### src/rtl/pc_pkg.sv
// Shared encodings for the program-counter sequencer: next-PC modes, FSM states,
// and the instruction size in bytes.
package pc_pkg;

  // Next-PC mode selector driven by the control unit.
  localparam logic [1:0] NPC_SEQ    = 2'b00;
  localparam logic [1:0] NPC_BRANCH = 2'b01;
  localparam logic [1:0] NPC_JUMP   = 2'b10;
  localparam logic [1:0] NPC_JR     = 2'b11;

  // Sequencer states.
  typedef enum logic [1:0] {
    ST_BOOT = 2'b00,
    ST_RUN  = 2'b01,
    ST_HALT = 2'b10
  } state_e;

  localparam int unsigned INSTR_BYTES = 4;

endpackage

### src/rtl/npc_calc.sv
// Combinational next-fetch-address calculator. All arithmetic wraps modulo 2^WIDTH.
module npc_calc
  import pc_pkg::*;
#(
  parameter int unsigned WIDTH = 32
) (
  input  logic [WIDTH-1:0] pc,
  input  logic [1:0]       npc_op,
  input  logic             br_taken,
  input  logic [15:0]      imm16,
  input  logic [25:0]      target26,
  input  logic [WIDTH-1:0] rs_val,
  output logic [WIDTH-1:0] next_pc,
  output logic [WIDTH-1:0] pc_plus4,
  output logic             misaligned
);

  // Low 28 bits of the address are replaced by a J-type target; the rest come from pc+4.
  localparam logic [31:0]      Low28    = 32'h0FFF_FFFF;
  localparam logic [WIDTH-1:0] LowMask  = Low28[WIDTH-1:0];

  logic [WIDTH-1:0] br_off;
  logic [WIDTH-1:0] jump_lo;

  assign pc_plus4 = pc + WIDTH'(INSTR_BYTES);
  // Word offset sign-extended and scaled to bytes.
  assign br_off   = {{(WIDTH-18){imm16[15]}}, imm16, 2'b00};
  assign jump_lo  = WIDTH'({target26, 2'b00});

  // Select next fetch address by mode; JR flags a target with nonzero byte offset.
  always_comb begin
    next_pc    = pc_plus4;
    misaligned = 1'b0;
    unique case (npc_op)
      NPC_SEQ:    next_pc = pc_plus4;
      NPC_BRANCH: next_pc = br_taken ? (pc_plus4 + br_off) : pc_plus4;
      NPC_JUMP:   next_pc = (pc_plus4 & ~LowMask) | jump_lo;
      NPC_JR: begin
        next_pc    = {rs_val[WIDTH-1:2], 2'b00};
        misaligned = |rs_val[1:0];
      end
      default:    next_pc = pc_plus4;
    endcase
  end

endmodule

### src/rtl/pc_sequencer.sv
// Program-counter sequencer: PC register, BOOT/RUN/HALT control and sticky
// misaligned-JR error flag. The next address comes from npc_calc.
module pc_sequencer
  import pc_pkg::*;
#(
  parameter int unsigned      WIDTH        = 32,
  parameter logic [WIDTH-1:0] RESET_VECTOR = '0
) (
  input  logic             clk,
  input  logic             rst,
  input  logic [1:0]       npc_op,
  input  logic             br_taken,
  input  logic [15:0]      imm16,
  input  logic [25:0]      target26,
  input  logic [WIDTH-1:0] rs_val,
  input  logic             stall,
  input  logic             halt,
  output logic [WIDTH-1:0] pc,
  output logic [WIDTH-1:0] pc_plus4,
  output logic             valid,
  output logic             halted,
  output logic             misalign_err
);

  state_e           state;
  logic [WIDTH-1:0] next_pc;
  logic             misaligned;

  npc_calc #(
    .WIDTH (WIDTH)
  ) u_npc_calc (
    .pc         (pc),
    .npc_op     (npc_op),
    .br_taken   (br_taken),
    .imm16      (imm16),
    .target26   (target26),
    .rs_val     (rs_val),
    .next_pc    (next_pc),
    .pc_plus4   (pc_plus4),
    .misaligned (misaligned)
  );

  // FSM with registered pc, valid, halted and sticky error; stall outranks halt.
  always_ff @(posedge clk) begin
    if (rst) begin
      state        <= ST_BOOT;
      pc           <= RESET_VECTOR;
      valid        <= 1'b0;
      halted       <= 1'b0;
      misalign_err <= 1'b0;
    end else begin
      unique case (state)
        ST_BOOT: begin
          state <= ST_RUN;
          valid <= 1'b1;
        end
        ST_RUN: begin
          if (stall) begin
            // Hold; a concurrent halt is dropped and must be re-presented.
          end else if (halt) begin
            state  <= ST_HALT;
            valid  <= 1'b0;
            halted <= 1'b1;
          end else begin
            pc <= next_pc;
            if (misaligned) misalign_err <= 1'b1;
          end
        end
        ST_HALT: begin
          // Frozen until reset.
        end
        default: begin
          state  <= ST_BOOT;
          pc     <= RESET_VECTOR;
          valid  <= 1'b0;
          halted <= 1'b0;
        end
      endcase
    end
  end

endmodule

### config.mk
export PLATFORM = sky130hd
export DESIGN_NAME = pc_sequencer
export DESIGN_NICKNAME = d
export VERILOG_FILES = /design/src/rtl/pc_pkg.sv /design/src/rtl/npc_calc.sv /design/src/rtl/pc_sequencer.sv
export SDC_FILE = /design/constraint.sdc
export NUM_CORES = 1
export LEC_CHECK = 0
export ABC_AREA = 1
export CORE_MARGIN = 1
export CORE_UTILIZATION = 40
export CTS_BUF_LIST = sky130_fd_sc_hd__clkbuf_8
export DETAILED_ROUTE_END_ITERATION = 10
export GPL_ROUTABILITY_DRIVEN = 0
export PLACE_DENSITY_LB_ADDON = 0.25
export SYNTH_ARGS = -nofsm -noshare
export SYNTH_HDL_FRONTEND = slang
export SYNTH_SLANG_ARGS = --single-unit
export TNS_END_PERCENT = 30
### constraint.sdc
create_clock -name clk -period 2.75 [get_ports clk]
set_input_delay 0.4125 -clock clk [delete_from_list [all_inputs] [get_ports clk]]
set_output_delay 0.4125 -clock clk [all_outputs]
set_load 0.02 [all_outputs]
==> metrics.csv <==
metric,value,unit
outcome,"complete, but fails checks",
failing checks,setup timing,
"EDFF count, synth",0,
Core Area,0.01221,mm²
nets,1378,
number of placement rows,40,
"commonest non-fill, non-tap cell in the layout",nand2_1,
Post-DRT Antenna Nets,0,
Worst-path clk slew,0.09,ns
Worst VDD drop,0.0003807,V
DP HPWL,18.01,mm
Worst path slowest cell,dfxtp_4,
Worst path most repeated cell,nand3_1,
CTS Buf Count,5,
initial antenna violation count,1,
first-pass GRT wire length,38.91,mm
clock sinks,34,
met2 Use GR,63.11,%
Max clock buf depth,2,
"Largest stage delay, worst path",0.41,ns
Most used DFF post-synth,dfxtp_1,
Post-Place Setup Slack,-0.4172,ns
Final Hold Vio Count,0,
die area,0.01315,mm²
Area Overhead vs Synth,95.02,%
worst min path class,reg2reg,
Worst R2R Path Depth,20,
drt drc,0,
final wirelength,29.99,mm
Hold EP,halted,
max cap viols,0,
Post-Synthesis Cells,912,
worst flop-to-flop path endpoint,pc[26],
vias in the first global route,7743,
largest net degree at the start of global routing,34,
boundary pin count,148,
syn avg cell area,5.570,µm²
P_leak,4.707,nW
Synth warnings,0,
Initial DRC Count,1137,
worst hold path depth,2,
busiest layer in global routing,met2,
Multi-input gate area,0.005294,mm²
vias per cell,5.927,
total grt overflow,0,
Setup WS post-layout,-0.4614,ns
crit-path cells,nand2_2 -> nor3_4 -> buf_6 -> nand2_2 -> nor2_4 -> nand2_2 -> xor2_2 -> inv_2 -> ha_4 -> nand2_1 -> nor2_2 -> inv_1 -> nor2_1 -> nand3_1 -> nand3_1 -> nand2_1 -> nand3_1 -> nand3_1 -> nand2_1 -> a21oi_2,
per-cell routed wire length,20.97,µm
RSZ-0062 raised after global routing,yes,
Synth Cell Area,0.005080,mm²
setup TNS,-7.189,ns
Power Density,202.5,mW/mm²
"Async S/R FF share, synth",0,%
reg-to-reg critical path startpoint,pc[13],
drt pass-1 iters,8,
FMAX,311.4,MHz
Initial Util,41.60,%
Slew Limit Fails,0,
minimum clock period,3.211,ns
die width,114.7,µm
CTS tree,built,
"Data required, critical path",2.93,ns
Synth cell types,45,
crit path launch type,flip-flop,
Worst path depth,20,
critical path arrival,3.39,ns
#FFs+latches synth,34,
HP Start,halted,
Die Ht,114.7,µm
"Seq/Total Area, Yosys",13.40,%
GR Util met1,47.25,%
most frequent cells in the layout,"241 x nand2_1, 214 x buf_4, 122 x clkdlybuf4s50_1",
Port Buffers,143,
CP max FO,5,
"Power, Total",2.006,mW
GRT Overall Usage,38.79,%
Crit Path Class,reg2reg,
Layout Cells excl Fill,1430,
Final period util,116.8,%
placed cells,1382,
H-tree depth,2,
Min Hold Slack,0.4861,ns
Root Buffer,clkbuf_8,
r2r setup slk,-0.46,ns
share of layout cells above drive strength 1,43.30,%
# setup viols final,27,
Worst Path Buf+Inv,3,
skew final,0.01756,ns
CP top delay family,simple AND/OR/NAND/NOR gates,
crit end category,flip-flop,
total area of sequential cells,737.0,µm²
grt met3 use,6.247,%
vias,8476,
Filler Cells Inserted,756,
Worst-Skew Late Latency,0.31,ns
[logic make-up after synthesis]
kind of cell    after synthesis  share of synthesized area [%]
xor+xnor                     23                          4.113
flops                        34                          13.40
compound gates              136                          15.25
fa+ha+maj                    37                          9.261
buf+inv                     137                          11.67
simple gates                544                          46.23
other cells                   1                        0.07382
[synth_stat cells (7+ instances only)]
library cell,number,area (µm²)
nand2_1,326,1224
inv_1,107,401.6
nor2_1,82,307.8
nand3_1,73,365.4
a21oi_1,71,355.3
ha_1,36,450.4
dfxtp_1,34,680.7
o21ai_0,29,145.1
nand4_1,13,81.33
xor2_1,13,113.9
nor3_1,10,50.05
xnor2_1,9,78.83
o211ai_1,8,60.06
o21bai_1,8,60.06
nand3b_1,7,52.55
nor2_2,7,43.79
[worst reg2reg max path: stages, from the launching register on]
cell     delay (ns)
dfxtp_4        0.41
nand2_2        0.11
nor3_4         0.27
buf_6          0.16
nand2_2        0.09
nor2_4         0.10
nand2_2        0.08
xor2_2         0.21
inv_2          0.08
ha_4           0.31
nand2_1        0.11
nor2_2         0.13
inv_1          0.09
nor2_1         0.23
nand3_1        0.16
nand3_1        0.12
nand2_1        0.06
nand3_1        0.10
nand3_1        0.11
nand2_1        0.09
a21oi_2        0.05
[worst max path at each step]
| stage | slack, ns | from | end |
|---|---|---|---|
| 6_report | -0.46 | pc[13] | pc[26] |
| 5_1_grt | -0.65 | pc[13] | pc[27] |
| 4_1_cts | -0.14 | pc[3] | pc[31] |
| 3_5_place_dp | -0.42 | pc[5] | pc[30] |
| 3_3_place_gp | -0.38 | pc[5] | pc[30] |
| 2_1_floorplan | 0.006 | pc[3] | pc[27] |
[metrics by stage]
stage | util (%) | area (µm²)
finish | 81.13 | 9907
global route | 81.11 | 9905
CTS | 75.59 | 9231
detailed placement | 66.11 | 8073
global placement | 66.11 | 8073
floorplan | - | 5220
[metal layers]
| metal | up-vias | wire (µm) |
|---|---|---|
| met2 | 741 | 13350 |
| met1 | 3841 | 10570 |
| met5 | - | 0 |
| met3 | 253 | 3492 |
| li1 | 3641 | - |
| met4 | 0 | 2573 |
[what timing repair did]
| item | CTS | global route |
|---|---|---|
| endpoints found under the setup margin | 38 | 34 |
| buffers inserted | 20 | 21 |
| hold buffers | 0 | 0 |
| resized for setup | 212 | 163 |
| pin swaps | 80 | 94 |
[cell type report]
| class | instances | area share (%) |
|---|---|---|
| multi-input combinational | 744 | 53.44 |
| timing repair buffer | 362 | 31.49 |
| sequential | 34 | 7.439 |
| inverter | 113 | 4.382 |
| tap | 168 | 2.122 |
| clock buffer | 5 | 0.6946 |
| clock inverter | 3 | 0.4168 |
| antenna | 1 | 0.02526 |
[sequential cells by signal, indices dropped and copies added (netlist names)]
register / count
pc: 30
state: 2
halted: 1
misalign_err: 1
[power breakdown]
group	switching [mW]	internal, mW	total, mW
combinational	0.534	0.454	0.988
sequential	0.0206	0.499	0.520
clock	0.231	0.267	0.498
total	0.785	1.22	2.01
Note: power is estimated with default switching activity, not from simulation.
